## src/rtl/bomb_pkg.sv

```systemverilog
// Shared state/display types, key and segment constants, and the decode/BCD
// helpers used by the bomb_lock countdown lock.
package bomb_pkg;

    typedef enum logic [1:0] {
        ST_IDLE,
        ST_ARMED,
        ST_DEFUSED,
        ST_EXPLODED
    } state_t;

    typedef enum logic [1:0] {
        DISP_DIGIT,
        DISP_DASH,
        DISP_BLANK
    } disp_mode_t;

    localparam logic [7:0] KEY_BREAK = 8'hF0;
    localparam logic [7:0] KEY_EXT   = 8'hE0;
    localparam logic [6:0] SEG_BLANK = 7'h7F;
    localparam logic [6:0] SEG_DASH  = 7'b0111111;

    localparam int BCD_MAX_DIGITS = 8;
    localparam int BCD_W          = 4 * BCD_MAX_DIGITS;

    // Active-low {g,f,e,d,c,b,a}; anything outside 0..9 is blanked.
    function automatic logic [6:0] seg_decode(input logic [3:0] nibble);
        logic [6:0] pattern;
        case (nibble)
            4'd0:    pattern = 7'b1000000;
            4'd1:    pattern = 7'b1111001;
            4'd2:    pattern = 7'b0100100;
            4'd3:    pattern = 7'b0110000;
            4'd4:    pattern = 7'b0011001;
            4'd5:    pattern = 7'b0010010;
            4'd6:    pattern = 7'b0000010;
            4'd7:    pattern = 7'b1111000;
            4'd8:    pattern = 7'b0000000;
            4'd9:    pattern = 7'b0010000;
            default: pattern = SEG_BLANK;
        endcase
        return pattern;
    endfunction

    // Packed BCD minus one: a zero nibble wraps to 9 and borrows from the next.
    function automatic logic [BCD_W-1:0] bcd_dec(input logic [BCD_W-1:0] value);
        logic [BCD_W-1:0] result;
        logic             borrow;
        result = value;
        borrow = 1'b1;
        for (int i = 0; i < BCD_MAX_DIGITS; i++) begin
            if (borrow) begin
                if (value[4*i +: 4] == 4'd0) begin
                    result[4*i +: 4] = 4'd9;
                end else begin
                    result[4*i +: 4] = value[4*i +: 4] - 4'd1;
                    borrow           = 1'b0;
                end
            end
        end
        return result;
    endfunction

endpackage

```

## src/rtl/seg_scan.sv

```systemverilog
// Multiplexed 7-segment scanner: advances one digit every SCAN_DIV cycles and
// registers the active-low digit select and segment pattern together.
module seg_scan
    import bomb_pkg::*;
#(
    parameter int DIGITS   = 2,
    parameter int SCAN_DIV = 4000
) (
    input  logic                clk,
    input  logic                clr,
    input  logic [4*DIGITS-1:0] nibbles,
    input  disp_mode_t          mode,
    output logic [6:0]          seg,
    output logic [DIGITS-1:0]   sel
);

    localparam int DIV_W = (SCAN_DIV > 1) ? $clog2(SCAN_DIV) : 1;
    localparam int IDX_W = $clog2(DIGITS);

    logic [DIV_W-1:0]  div_reg, div_next;
    logic [IDX_W-1:0]  idx_reg, idx_next;
    logic [6:0]        seg_reg, seg_next;
    logic [DIGITS-1:0] sel_reg, sel_next;
    logic [3:0]        digit [DIGITS];
    logic              step;

    genvar gi;
    generate
        for (gi = 0; gi < DIGITS; gi++) begin : g_digit
            assign digit[gi] = nibbles[4*gi +: 4];
        end
    endgenerate

    always_comb begin
        step     = (div_reg == DIV_W'(SCAN_DIV - 1));
        div_next = step ? '0 : div_reg + 1'b1;
        idx_next = idx_reg;
        seg_next = seg_reg;
        sel_next = sel_reg;
        if (step) begin
            // Index starts at the top digit so the first step lands on digit 0.
            idx_next = (idx_reg == IDX_W'(DIGITS - 1)) ? '0 : idx_reg + 1'b1;
            sel_next = ~(DIGITS'(1) << idx_next);
            case (mode)
                DISP_DIGIT: seg_next = seg_decode(digit[idx_next]);
                DISP_DASH:  seg_next = SEG_DASH;
                default:    seg_next = SEG_BLANK;
            endcase
        end
    end

    always_ff @(posedge clk or posedge clr) begin
        if (clr) begin
            div_reg <= '0;
            idx_reg <= IDX_W'(DIGITS - 1);
            seg_reg <= SEG_BLANK;
            sel_reg <= '1;
        end else begin
            div_reg <= div_next;
            idx_reg <= idx_next;
            seg_reg <= seg_next;
            sel_reg <= sel_next;
        end
    end

    assign seg = seg_reg;
    assign sel = sel_reg;

endmodule

```

## src/rtl/bomb_lock.sv

```systemverilog
// Keyboard-defused countdown lock: filters PS/2 scan codes against a fixed code,
// counts wrong keys, runs a BCD seconds countdown and drives the scanned display.
module bomb_lock
    import bomb_pkg::*;
#(
    parameter int                    CODE_LEN      = 4,
    parameter logic [8*CODE_LEN-1:0] CODE          = {8'h2C, 8'h35, 8'h3A, 8'h4B},
    parameter int                    DIGITS        = 2,
    parameter logic [4*DIGITS-1:0]   START_BCD     = 'h30,
    parameter int                    TICKS_PER_SEC = 50_000_000,
    parameter int                    SCAN_DIV      = 4000,
    parameter int                    ERR_MAX       = 10
) (
    input  logic                clk,
    input  logic                clr,
    input  logic                arm,
    input  logic                key_valid,
    input  logic [7:0]          key_data,
    output logic [CODE_LEN-1:0] led,
    output logic                armed,
    output logic                defused,
    output logic                exploded,
    output logic [6:0]          seg,
    output logic [DIGITS-1:0]   sel
);

    localparam int IDX_W   = $clog2(CODE_LEN + 1);
    localparam int PRESC_W = (TICKS_PER_SEC > 1) ? $clog2(TICKS_PER_SEC) : 1;
    localparam int TW      = 4 * DIGITS;

    state_t              state_reg, state_next;
    logic [TW-1:0]       timer_reg, timer_next;
    logic [BCD_W-1:0]    timer_wide;
    logic [IDX_W-1:0]    idx_reg, idx_next;
    logic [3:0]          err_reg, err_next;
    logic                skip_reg, skip_next;
    logic [CODE_LEN-1:0] led_reg, led_next;
    logic [PRESC_W-1:0]  presc_reg, presc_next;
    logic                tick;
    logic [7:0]          code_byte [CODE_LEN];
    logic [7:0]          expected_byte;
    disp_mode_t          disp_mode;

    // First key of the code sits in the most significant byte.
    genvar gi;
    generate
        for (gi = 0; gi < CODE_LEN; gi++) begin : g_code
            assign code_byte[gi] = CODE[8*(CODE_LEN-1-gi) +: 8];
        end
    endgenerate

    always_comb begin
        expected_byte = code_byte[0];
        for (int i = 1; i < CODE_LEN; i++) begin
            if (idx_reg == IDX_W'(i)) expected_byte = code_byte[i];
        end
    end

    // Upper nibbles stay zero while the timer is non-zero, so a full-width
    // compare of the widened result is a valid zero test.
    assign timer_wide = bcd_dec(BCD_W'(timer_reg));

    always_comb begin
        state_next = state_reg;
        timer_next = timer_reg;
        idx_next   = idx_reg;
        err_next   = err_reg;
        skip_next  = skip_reg;
        led_next   = led_reg;
        presc_next = presc_reg;
        tick       = 1'b0;

        case (state_reg)
            ST_IDLE: begin
                if (arm) begin
                    state_next = ST_ARMED;
                    presc_next = '0;
                end
            end

            ST_ARMED: begin
                tick       = (presc_reg == PRESC_W'(TICKS_PER_SEC - 1));
                presc_next = tick ? '0 : presc_reg + 1'b1;
                if (tick) begin
                    timer_next = timer_wide[TW-1:0];
                    if (timer_wide == '0) state_next = ST_EXPLODED;
                end

                // Key handling follows the tick so a final code key overrides a zero tick.
                if (key_valid) begin
                    if (skip_reg) begin
                        skip_next = 1'b0;
                    end else if (key_data == KEY_BREAK) begin
                        skip_next = 1'b1;
                    end else if (key_data == KEY_EXT) begin
                        skip_next = skip_reg;
                    end else if (key_data == expected_byte) begin
                        led_next = led_reg | (CODE_LEN'(1) << idx_reg);
                        idx_next = idx_reg + 1'b1;
                        if (idx_reg == IDX_W'(CODE_LEN - 1)) state_next = ST_DEFUSED;
                    end else begin
                        idx_next = '0;
                        led_next = '0;
                        err_next = err_reg + 4'd1;
                        if (err_reg == 4'(ERR_MAX - 1)) state_next = ST_EXPLODED;
                    end
                end

                if (state_next != ST_ARMED) skip_next = 1'b0;
            end

            default: begin
                state_next = state_reg;
            end
        endcase
    end

    always_ff @(posedge clk or posedge clr) begin
        if (clr) begin
            state_reg <= ST_IDLE;
            timer_reg <= START_BCD;
            idx_reg   <= '0;
            err_reg   <= '0;
            skip_reg  <= 1'b0;
            led_reg   <= '0;
            presc_reg <= '0;
        end else begin
            state_reg <= state_next;
            timer_reg <= timer_next;
            idx_reg   <= idx_next;
            err_reg   <= err_next;
            skip_reg  <= skip_next;
            led_reg   <= led_next;
            presc_reg <= presc_next;
        end
    end

    assign led       = led_reg;
    assign armed     = (state_reg == ST_ARMED);
    assign defused   = (state_reg == ST_DEFUSED);
    assign exploded  = (state_reg == ST_EXPLODED);
    assign disp_mode = (state_reg == ST_EXPLODED) ? DISP_DASH : DISP_DIGIT;

    seg_scan #(
        .DIGITS  (DIGITS),
        .SCAN_DIV(SCAN_DIV)
    ) u_seg_scan (
        .clk    (clk),
        .clr    (clr),
        .nibbles(timer_reg),
        .mode   (disp_mode),
        .seg    (seg),
        .sel    (sel)
    );

endmodule

```

## config.mk

```make
export PLATFORM = sky130hd
export DESIGN_NAME = bomb_lock
export DESIGN_NICKNAME = d
export VERILOG_FILES = /design/src/rtl/bomb_pkg.sv /design/src/rtl/seg_scan.sv /design/src/rtl/bomb_lock.sv
export SDC_FILE = /design/constraint.sdc
export NUM_CORES = 1
export LEC_CHECK = 0
export ABC_AREA = 1
export CAP_MARGIN = 30
export CORE_AREA = 2 2 95 97
export CTS_CLUSTER_DIAMETER = 80
export CTS_CLUSTER_SIZE = 25
export DETAILED_ROUTE_END_ITERATION = 7
export DIE_AREA = 0 0 97 99
export GPL_TIMING_DRIVEN = 0
export HOLD_SLACK_MARGIN = 0.12
export PLACE_DENSITY = 0.75
export REMOVE_ABC_BUFFERS = 1
export SLEW_MARGIN = 25
export SYNTH_ARGS = -nofsm -noshare
export SYNTH_HDL_FRONTEND = slang
export SYNTH_HIERARCHICAL = 1
export SYNTH_SLANG_ARGS = --single-unit
```

## constraint.sdc

```tcl
create_clock -name clk -period 1.75 [get_ports clk]
set_input_delay 0.2625 -clock clk [delete_from_list [all_inputs] [get_ports clk]]
set_output_delay 0.2625 -clock clk [all_outputs]
set_load 0.02 [all_outputs]
```

== Yosys cells after proc, flatten, opt, wreduce, memory -nomap -nowiden ==
Memory sizes are Yosys's and may differ from the RTL's.
Index checks and enable logic that the tools add are counted.

* Equal/unequal tests: 15
* Muxes and demuxes: 48
* Magnitude comparators: 1
* Add/sub/neg operators: 7
* Shift-type cells: 2
* Bitwise operators: 7
* Reduce and logical (&&, ||, !) cells: 12

{| class="wikitable"
|+ Operators by type and width
! cell !! count
|-
| $mux 26 || 2
|-
| $mux 4 || 13
|-
| $pmux 26 s2 || 1
|-
| $logic_not 32->1 || 1
|-
| $add 26x1->26 const B || 1
|-
| $eq 26x26->1 const B || 1
|-
| $mux 2 || 11
|-
| $eq 8x8->1 const B || 2
|-
| $mux 8 || 2
|-
| $mux 1 || 14
|-
| $pmux 7 s2 || 1
|-
| $add 12x1->12 const B || 1
|-
| $eq 12x12->1 const B || 1
|-
| $mux 12 || 1
|-
| $eq 8x8->1 || 1
|-
| $logic_not 4->1 || 2
|-
| $sub 4x1->4 const B || 2
|-
| $eq 3x2->1 const B || 2
|-
| $reduce_and 2->1 || 3
|-
| $reduce_and 6->1 || 1
|-
| $mux 5 || 1
|-
| $reduce_and 5->1 || 1
|-
| $add 4x1->4 const B || 1
|-
| $eq 2x2->1 const B || 2
|-
| other kinds (19) || 24
|}

* Word-level logic and storage cells: 104
* Bits in registers: 70
* Memories: 1
* Memory bits (read-only): 112
* Output and inout bits: 16

{| class="wikitable"
|+ Memory list
! name !! words !! width !! rd ports !! clocked after memory_dff !! write ports !! line !! source
|-
| (no name shown) || 16 || 7 || 1 || 0 || 0 || bomb_pkg.sv:29 || <nowiki>case (nibble)</nowiki>
|}

== Logic depth before layout (Yosys ltp) ==
Gate-level depths: netlist (run 1).

* Depth in word-level cells: 22
* Depth in mapped cells: 13
* Depth with buffers taken out: 13

== By module ==
The synthesis (run 1) kept the hierarchy.

{| class="wikitable"
|+ Modules (own cells, without submodules)
! module !! instances !! sequential area each (um2) !! cells an instance !! area an instance (um2)
|-
| bomb_lock || 1 || 1203.7 || 455 || 3174.3
|-
| seg_scan || 1 || 536.8 || 173 || 1327.5
|}

== Worst setup path after synthesis (run 1) ==
Ideal clock, no wire load.

* Kind: register to register
* Start: register presc_reg[0]
* End: register timer_reg[3]
* Setup slack: 107 ps
* Data arrival time: 1522 ps
* Path buffers: 0
* Cell stages (with the launch flop): 11
* Path through: dfrtp_1 ha_1 nand2_1 nor2_4 nand2_1 nor2_2 nand4_4 nor2_8 inv_4 nand2_1 o21ai_2

* Longest elaborated chain between the ends: 2

{| class="wikitable"
|+ Ends and longest elaborated chain
! element !! line !! source
|-
| from (decl) || bomb_lock.sv:38 || <nowiki>logic [PRESC_W-1:0] presc_reg, presc_next;</nowiki>
|-
| from (signal assigned) || bomb_lock.sv:134 || <nowiki>presc_reg <= presc_next;</nowiki>
|-
| $eq 26x26->1 || bomb_lock.sv:82 || <nowiki>tick = (presc_reg == PRESC_W'(TICKS_PER_SEC - 1));</nowiki>
|-
| $reduce_and 2->1 (no source line) || n/a ||
|-
| to (signal assigned) || bomb_lock.sv:129 || <nowiki>timer_reg <= timer_next;</nowiki>
|-
| to (decl) || bomb_lock.sv:32 || <nowiki>logic [TW-1:0] timer_reg, timer_next;</nowiki>
|}

No other way between the ends.
A chain may end at the register's enable or synchronous reset.

== Worst setup path in the final report (run 1) ==
* Start: register idx_reg[1]
* End: register err_reg[1]

* Longest elaborated chain between the ends: 7

{| class="wikitable"
|+ Ends and longest elaborated chain
! element !! line !! source
|-
| from (decl) || bomb_lock.sv:34 || <nowiki>logic [IDX_W-1:0] idx_reg, idx_next;</nowiki>
|-
| from (signal assigned) || bomb_lock.sv:130 || <nowiki>idx_reg <= idx_next;</nowiki>
|-
| $eq 3x1->1 || bomb_lock.sv:55 || <nowiki>if (idx_reg == IDX_W'(i)) expected_byte = code_byte[i];</nowiki>
|-
| $mux 5 || bomb_lock.sv:55 ||
|-
| $mux 8 || bomb_lock.sv:55 ||
|-
| $mux 8 (*) || bomb_lock.sv:55 ||
|-
| $eq 8x8->1 (*) || bomb_lock.sv:97 || <nowiki>end else if (key_data == expected_byte) begin</nowiki>
|-
| $not 1->1 (no source line) (*) || n/a ||
|-
| $reduce_and 6->1 (no source line) (*) || n/a ||
|-
| to (signal assigned) || bomb_lock.sv:131 || <nowiki>err_reg <= err_next;</nowiki>
|-
| to (decl) || bomb_lock.sv:35 || <nowiki>logic [3:0] err_reg, err_next;</nowiki>
|}

Mark *: on every way between the ends. The rest lies on a longest branch, timed or not.

==> metrics.txt, run 1 <==
# TYPE chip_impl_metric gauge
chip_impl_info{name="run_status",value="complete, no violations"} 1
chip_impl_metric{name="critical_path.max_stage_delay",unit="ns"} 0.41
chip_impl_info{name="cp-end-kind",value="flip-flop"} 1
chip_impl_info{name="mostFrequentLayoutCells",value="nand2_1 (144), inv_1 (88), nor2_1 (74), dfrtp_1 (54), nand3_1 (41)"} 1
chip_impl_metric{name="syn_avg_cell_area",unit="µm²"} 7.17
chip_impl_info{name="critical_path.startpoint_type",value="flip-flop"} 1
chip_impl_info{name="tritoncts",value="yes"} 1
chip_impl_info{name="min-delay-path-class",value="primary input to async pin"} 1
chip_impl_metric{name="met2_usage",unit="%"} 40.4
chip_impl_metric{name="cts-buffers-inserted",unit=""} 9
chip_impl_info{name="synth.top_cells.by_area",value="dfrtp_1 (32%), nand2_1 (13%), inv_1 (7.8%)"} 1
chip_impl_metric{name="stdcell_count",unit=""} 795
chip_impl_info{name="clock_tree.root_cell",value="clkbuf_8"} 1
chip_impl_metric{name="synth_enable_flop_cells",unit=""} 0
chip_impl_metric{name="place.gp.congestion",unit=""} 0.948
chip_impl_info{name="final_common_cell",value="nand2_1"} 1
chip_impl_metric{name="synth_compound_area_share",unit="%"} 8.09
chip_impl_metric{name="buffer_ports.inserted",unit=""} 27
chip_impl_metric{name="drt-total-wl",unit="µm"} 10800
chip_impl_metric{name="io_pins",unit=""} 28
chip_impl_metric{name="filler_cell_count",unit=""} 706
chip_impl_metric{name="fp.dieH",unit="µm"} 99
chip_impl_info{name="crit_type",value="flip-flop to flip-flop"} 1
chip_impl_metric{name="finClkSkew",unit="ns"} 0.00636
chip_impl_metric{name="synth-simple-area-share",unit="%"} 35.8
chip_impl_metric{name="global_route.overflow_total",unit=""} 0
chip_impl_metric{name="number_of_antenna_violations_at_the_first_check_in_global_routing",unit=""} 0
chip_impl_info{name="synth.largest_area_cell",value="dfrtp_1"} 1
chip_impl_metric{name="clock_sink_count",unit=""} 69
chip_impl_metric{name="post-route-min-period",unit="ns"} 1.71
chip_impl_metric{name="regToRegSetupSlack",unit="ns"} 0.04
chip_impl_metric{name="clock_latency_of_the_later_clocked_register_in_the_worst_skew_pair",unit="ns"} 0.34
chip_impl_metric{name="synthesis.area",unit="mm²"} 0.00450
chip_impl_metric{name="dieWidth",unit="µm"} 97
chip_impl_metric{name="overall_die_area",unit="mm²"} 0.00960
chip_impl_metric{name="critical_path.n_buffers_inverters",unit=""} 2
chip_impl_metric{name="timing_worst_slew_pin_value",unit="ns"} 0.792
chip_impl_metric{name="power_leakage",unit="nW"} 2.80
chip_impl_metric{name="max_cap_viol_count",unit=""} 0
chip_impl_metric{name="synth_mux_area_share",unit="%"} 0
chip_impl_metric{name="first_pass_iters",unit=""} 5
chip_impl_info{name="slowest_stage",value="dfrtp_1"} 1
chip_impl_metric{name="power_density_cells",unit="mW/mm²"} 576
chip_impl_metric{name="drive_above_1_share",unit="%"} 19.1
chip_impl_metric{name="clkTransAtPathRegs",unit="ns"} 0.08
chip_impl_metric{name="wire_per_inst",unit="µm"} 13.6
chip_impl_metric{name="design_area",unit="mm²"} 0.00544
chip_impl_metric{name="max_slew_margin",unit="%"} 47.2
chip_impl_metric{name="grt_pass1_vias",unit=""} 4016
chip_impl_metric{name="synthAdderAreaFrac",unit="%"} 4.17
chip_impl_metric{name="drtIter0Drc",unit=""} 273
chip_impl_metric{name="hold_viol_final",unit=""} 0
chip_impl_info{name="gr-max-usage-layer",value="met2"} 1
chip_impl_info{name="yosys_most_used_dff",value="dfrtp_1"} 1
chip_impl_metric{name="number_of_register_bits_inferred_by_synthesis",unit=""} 69
chip_impl_metric{name="grtUsageTotal",unit="%"} 22.6
chip_impl_metric{name="cts_h_tree_depth",unit=""} 3
chip_impl_metric{name="placement_rows",unit=""} 34
chip_impl_metric{name="post-route-period-util",unit="%"} 97.6
chip_impl_info{name="critical-path-top-delay-family",value="simple AND/OR/NAND/NOR gates"} 1
chip_impl_info{name="cp_cell_sequence",value="ha_2 > ha_4 > inv_4 > nand2_1 > nand2_1 > nand2_2 > nor2_4 > buf_4 > nand2_2 > nand2_4 > o21ai_0"} 1
chip_impl_metric{name="placement.cell_area",unit="mm²"} 0.00487
chip_impl_metric{name="ys_seq_area_share",unit="%"} 38.7
chip_impl_metric{name="asyncSetResetFlopFracSynth",unit="%"} 100
chip_impl_metric{name="synth-warning-count",unit=""} 6
chip_impl_metric{name="postRouteAntennaNets",unit=""} 0
chip_impl_metric{name="pin_count_of_the_biggest_net_entering_global_routing",unit=""} 29
chip_impl_metric{name="use_met1",unit="%"} 28.4
chip_impl_metric{name="detail_route.vias_per_cell",unit=""} 5.33
chip_impl_metric{name="cp_data_arrival_time",unit="ns"} 1.93
chip_impl_info{name="synth_top_family_by_area",value="simple AND/OR/NAND/NOR gates"} 1
chip_impl_metric{name="area.growth.synth_to_final",unit="%"} 20.9
chip_impl_info{name="setup_repair_after_global_routing_missed_its_margin",value="yes"} 1
chip_impl_metric{name="holdBufCountCts",unit=""} 0
chip_impl_metric{name="synth-xor-area-share",unit="%"} 3.31
chip_impl_metric{name="drc_errors",unit=""} 0
chip_impl_metric{name="floorplan.core_area",unit="mm²"} 0.00855
chip_impl_metric{name="yosys.cell_types.count",unit=""} 42
chip_impl_metric{name="global_route_wire_length_before_repair",unit="µm"} 17900
chip_impl_metric{name="antenna_cells_inserted",unit=""} 0
chip_impl_metric{name="report.final.setup_viol",unit=""} 0
chip_impl_metric{name="clock_tree.buffer_depth",unit=""} 2
chip_impl_metric{name="max_ffs_per_register",unit=""} 26
chip_impl_metric{name="worst_vdd_ir",unit="µV"} 400
chip_impl_metric{name="synth_top_area_share",unit="%"} 32.2
chip_impl_metric{name="dp_hpwl",unit="µm"} 7410
chip_impl_metric{name="worst-path-max-fanout",unit=""} 8
chip_impl_metric{name="clock.fmax",unit="MHz"} 586
chip_impl_metric{name="initial_core_util",unit="%"} 52.6
chip_impl_metric{name="dp_cells",unit=""} 757
chip_impl_metric{name="number_of_max_slew_violations_in_the_final_report",unit=""} 0
chip_impl_metric{name="fin_tns_setup",unit="ns"} 0
chip_impl_metric{name="grtUsageMet3",unit="%"} 3.33
chip_impl_metric{name="via_count",unit=""} 4238
chip_impl_metric{name="syn_inst",unit=""} 628
chip_impl_metric{name="required_time_of_the_critical_path",unit="ns"} 1.98
chip_impl_metric{name="final_net_count",unit=""} 709
-- cell type report --
| type | instances | area [µm²] | share of cell area [%] |
|---|---|---|---|
| Clock buffer | 10 | 128 | 2.35 |
| Sequential cell | 69 | 1750 | 32.1 |
| Clock inverter | 6 | 87.6 | 1.61 |
| Multi-Input combinational cell | 450 | 2500 | 45.9 |
| Timing Repair Buffer | 49 | 458 | 8.42 |
| Tap cell | 108 | 135 | 2.48 |
| Inverter | 103 | 392 | 7.20 |
-- kinds of logic after synthesis --
kind of cell	after synthesis
flops	69
other cells	1
xor+xnor	17
compound gates	66
buf+inv	111
simple gates	349
fa+ha+maj	15
-- final timing paths --
check	start	endpoint	cells past startpoint
setup / recovery	idx_reg[1]	err_reg[1]	11
hold / removal	clr	presc_reg[9]	2
setup reg to reg	idx_reg[1]	err_reg[1]	11
hold reg to reg	u_seg_scan/div_reg[0]	u_seg_scan/div_reg[0]	1
max in group asynchronous	clr	u_seg_scan/div_reg[8]	2
min in group clk	u_seg_scan/div_reg[0]	u_seg_scan/div_reg[0]	1
-- cell usage after synthesis, types with 3 or more instances --
library cell    n
nor2_1         84
o22ai_1        10
inv_2           8
nand3_1        44
dfstp_2        11
nand4_1        20
nor2_4          3
nand2_2         5
nor2_2          4
dfrtp_1        58
nand2_1       157
xor2_1         14
o21ai_0        38
inv_1          94
nor3_1         14
xnor2_1         3
clkbuf_1        3
ha_1           15
nor3_2          4
a21oi_1         9
o21ai_1         3
-- stage by stage --
| stage | setup slack (ns) | hold WS, ns | power [mW] | utilization (%) |
|---|---|---|---|---|
| floorplan | -0.485 | 0.232 | 1.67 | - |
| global placement | -1.05 | 0.444 | 1.72 | 56.8 |
| detailed placement | -1.08 | 0.452 | 1.72 | 57.0 |
| CTS | 0.00365 | 0.327 | 3.16 | 61.1 |
| global route | -0.0727 | 0.356 | 3.26 | 63.6 |
| finish | 0.0423 | 0.320 | 3.14 | 63.6 |
-- power breakdown --
| group | internal [mW] | switching (mW) | leakage [nW] |
|---|---|---|---|
| combinational | 0.0397 | 0.0642 | 1.94 |
| sequential | 1.59 | 0.0000266 | 0.753 |
| clock | 0.803 | 0.635 | 0.110 |
| total | 2.44 | 0.699 | 2.80 |
-- metal layers --
layer | wire (µm) | part of all wire (%)
met1 | 4650 | 43
met2 | 5410 | 50
met3 | 539 | 5.0
met4 | 185 | 1.7
met5 | 0 | 0
-- timing repair --
item,CTS,global route
cloned,1,0
pin swaps,5,11
setup buffers,9,12
setup endpoints to repair,57,45
resized for setup,26,49
No activity file was read; power rests on OpenSTA's default activity.
==> run 2: changes to the inputs <==
--- a/config.mk
+++ b/config.mk
@@ -16,7 +16,7 @@
 export HOLD_SLACK_MARGIN = 0.12
 export PLACE_DENSITY = 0.75
 export REMOVE_ABC_BUFFERS = 1
-export SLEW_MARGIN = 25
+export SLEW_MARGIN = 40
 export SYNTH_ARGS = -nofsm -noshare
 export SYNTH_HDL_FRONTEND = slang
 export SYNTH_HIERARCHICAL = 1
==> run 2 against run 1 <==
Routed wire length increased by 3.6%. Clock skew up 0.0040 ns. Combinational power is essentially flat. Fmax shrank 0.28%. Clock power up 12%. Flip-flop and latch count unchanged. Worst setup slack worse by 0.0048 ns. Critical path depth is 1 higher. Total power rose by 5.4%. Non-clock buffer count rose by 2. Sequential power about the same. Critical path type unchanged. Largest power group is now the clock network.
==> metrics.txt, run 2 (same netlist as run 1, synthesis figures left out) <==
# TYPE chip_impl_metric gauge
chip_impl_info{name="run_status",value="complete, no violations"} 1
chip_impl_metric{name="post-route-min-period",unit="ns"} 1.71
chip_impl_metric{name="use_met1",unit="%"} 27.9
chip_impl_metric{name="pin_count_of_the_biggest_net_entering_global_routing",unit=""} 39
chip_impl_metric{name="antenna_cells_inserted",unit=""} 0
chip_impl_metric{name="drt-total-wl",unit="µm"} 11200
chip_impl_metric{name="via_count",unit=""} 4256
chip_impl_metric{name="power_leakage",unit="nW"} 2.83
chip_impl_info{name="cp_common_cell",value="nand2_1"} 1
chip_impl_metric{name="totalPowerFinal",unit="mW"} 3.31
chip_impl_metric{name="report.final.setup_viol",unit=""} 0
chip_impl_metric{name="worst_vdd_ir",unit="µV"} 476
chip_impl_info{name="cp-end-kind",value="flip-flop"} 1
chip_impl_info{name="clock_tree.root_cell",value="clkbuf_8"} 1
chip_impl_metric{name="worst-path-max-fanout",unit=""} 4
chip_impl_info{name="setup_repair_after_global_routing_missed_its_margin",value="yes"} 1
chip_impl_metric{name="max_slew_margin",unit="%"} 55.7
chip_impl_metric{name="drive_above_1_share",unit="%"} 20.3
chip_impl_info{name="mostFrequentLayoutCells",value="nand2_1 (143), inv_1 (87), nor2_1 (72), dfrtp_1 (53), nand3_1 (40)"} 1
chip_impl_metric{name="required_time_of_the_critical_path",unit="ns"} 1.98
chip_impl_metric{name="met2_usage",unit="%"} 40.5
chip_impl_info{name="critical_path.startpoint_type",value="flip-flop"} 1
chip_impl_info{name="crit_type",value="flip-flop to flip-flop"} 1
chip_impl_metric{name="power.internal",unit="mW"} 2.58
chip_impl_metric{name="cp_data_arrival_time",unit="ns"} 1.95
chip_impl_metric{name="placement_rows",unit=""} 34
chip_impl_metric{name="max_ffs_per_register",unit=""} 26
chip_impl_metric{name="grtUsageMet3",unit="%"} 3.40
chip_impl_metric{name="sequentialPowerShare",unit="%"} 48.2
chip_impl_info{name="min-delay-path-class",value="primary input to async pin"} 1
chip_impl_metric{name="place.gp.congestion",unit=""} 0.948
chip_impl_metric{name="drtIter0Drc",unit=""} 222
chip_impl_metric{name="fp.dieH",unit="µm"} 99
chip_impl_metric{name="combPwrFrac",unit="%"} 3.2
chip_impl_metric{name="dp_hpwl",unit="µm"} 7340
chip_impl_info{name="final_common_cell",value="nand2_1"} 1
chip_impl_metric{name="number_of_max_slew_violations_in_the_final_report",unit=""} 0
chip_impl_metric{name="floorplan.core_area",unit="mm²"} 0.00855
chip_impl_metric{name="clock_latency_of_the_later_clocked_register_in_the_worst_skew_pair",unit="ns"} 0.35
chip_impl_metric{name="postRouteAntennaNets",unit=""} 0
chip_impl_metric{name="max_cap_viol_count",unit=""} 0
chip_impl_metric{name="grt_pass1_vias",unit=""} 4016
chip_impl_metric{name="critical_path.max_stage_delay",unit="ns"} 0.41
chip_impl_metric{name="clock_sink_count",unit=""} 69
chip_impl_metric{name="netSwitchingFraction",unit="%"} 21.8
chip_impl_metric{name="clkTransAtPathRegs",unit="ns"} 0.08
chip_impl_metric{name="total_switching_power",unit="mW"} 0.721
chip_impl_metric{name="grtUsageTotal",unit="%"} 22.6
chip_impl_metric{name="global_route_wire_length_before_repair",unit="µm"} 18000
chip_impl_metric{name="number_of_antenna_violations_at_the_first_check_in_global_routing",unit=""} 0
chip_impl_metric{name="timing.reg2reg.worst_path_depth",unit=""} 12
chip_impl_info{name="gr-max-usage-layer",value="met2"} 1
chip_impl_metric{name="initial_core_util",unit="%"} 52.6
chip_impl_metric{name="clock.fmax",unit="MHz"} 584
chip_impl_metric{name="power.clock.fraction",unit="%"} 48.6
chip_impl_metric{name="filler_cell_count",unit=""} 697
chip_impl_metric{name="wire_per_inst",unit="µm"} 14.0
chip_impl_metric{name="detail_route.vias_per_cell",unit=""} 5.33
chip_impl_metric{name="clock_tree.buffer_depth",unit=""} 2
chip_impl_metric{name="overall_die_area",unit="mm²"} 0.00960
chip_impl_metric{name="final_net_count",unit=""} 712
chip_impl_metric{name="dieWidth",unit="µm"} 97
chip_impl_metric{name="buffer_ports.inserted",unit=""} 27
chip_impl_metric{name="cts_h_tree_depth",unit=""} 3
chip_impl_metric{name="hold_viol_final",unit=""} 0
chip_impl_metric{name="finClkSkew",unit="ns"} 0.0103
chip_impl_metric{name="drc_errors",unit=""} 0
chip_impl_metric{name="area.growth.synth_to_final",unit="%"} 22.3
chip_impl_metric{name="holdBufCountCts",unit=""} 0
chip_impl_metric{name="io_pins",unit=""} 28
chip_impl_info{name="cp_cell_sequence",value="ha_2 > ha_4 > inv_2 > nand2_1 > nand2_1 > nand2_2 > nor2_4 > a21oi_1 > nor2_2 > nand2_2 > nand2_1 > nand2_1"} 1
chip_impl_metric{name="power_density_cells",unit="mW/mm²"} 600
chip_impl_metric{name="fin_tns_setup",unit="ns"} 0
chip_impl_metric{name="timing_worst_slew_pin_value",unit="ns"} 0.664
chip_impl_metric{name="post-route-period-util",unit="%"} 97.9
chip_impl_metric{name="layout.core_utilization",unit="%"} 64.4
chip_impl_info{name="tritoncts",value="yes"} 1
chip_impl_metric{name="first_pass_iters",unit=""} 7
chip_impl_info{name="slowest_stage",value="dfrtp_1"} 1
chip_impl_metric{name="cts-buffers-inserted",unit=""} 9
chip_impl_metric{name="global_route.overflow_total",unit=""} 0
[run 2: final cells by class]
type	instances	area, µm²	share of cell area [%]
well taps	108	135	2.45
repair buffers	51	469	8.52
clock inverters	6	113	2.05
clock buffers	10	128	2.32
flip-flops and latches	69	1750	31.7
multi-input cells	451	2520	45.8
inverters	103	394	7.16
[run 2: worst max-delay path, delay by kind of cell, from the launching register on]
family / cells / cell delay [ns]
AO/OA/AOI/OAI: 1 / 0.10
adder cells (fa/ha/maj): 2 / 0.38
buffers and inverters: 1 / 0.07
flip-flops: 1 / 0.41
AND/OR/NAND/NOR: 8 / 0.63
[run 2: power groups by stage]
stage                     clock network, mW  logic, mW  registers [mW]
after floorplan                           0     0.0476            1.62
after global placement                    0     0.0903            1.63
after detailed placement                  0     0.0987            1.62
after CTS                              1.62      0.102            1.59
after global routing                   1.70      0.121            1.59
final                                  1.61      0.105            1.59
[run 2: layer usage]
| metal | wire length, µm | share of wire (%) | vias up |
|---|---|---|---|
| met3 | 671 | 6.0 | 25 |
| met2 | 5610 | 50 | 152 |
| met4 | 195 | 1.7 | 0 |
| met1 | 4690 | 42 | 1971 |
| met5 | 0 | 0 | - |
| li1 | - | - | 2108 |
[run 2: worst paths after layout]
| kind | start | end | slack, ns |
|---|---|---|---|
| max reg2reg | idx_reg[1] | state_reg[1] | 0.04 |
| min | clr | presc_reg[10] | 0.26 |
| max in group asynchronous | clr | timer_reg[5] | 1.00 |
| min in group clk | u_seg_scan/div_reg[0] | u_seg_scan/div_reg[0] | 0.46 |
| min reg2reg | u_seg_scan/div_reg[0] | u_seg_scan/div_reg[0] | 0.46 |
| max | idx_reg[1] | state_reg[1] | 0.04 |
[run 2: repair_timing]
action	CTS	global route
buffers inserted	8	15
pin swaps	4	16
gates cloned	1	1
endpoints found under the setup margin	56	46
resized for setup	23	56
[run 2: through the flow]
stage / setup WS, ns / std cells / hold slack (ns) / cell area, µm²
CTS: 0.00109 / 782 / 0.240 / 5250
global placement: -1.05 / 756 / 0.444 / 4850
global route: -0.0677 / 798 / 0.277 / 5510
finish: 0.0376 / 798 / 0.263 / 5510
floorplan: -0.485 / 621 / 0.232 / 4450
detailed placement: -0.740 / 757 / 0.453 / 4880
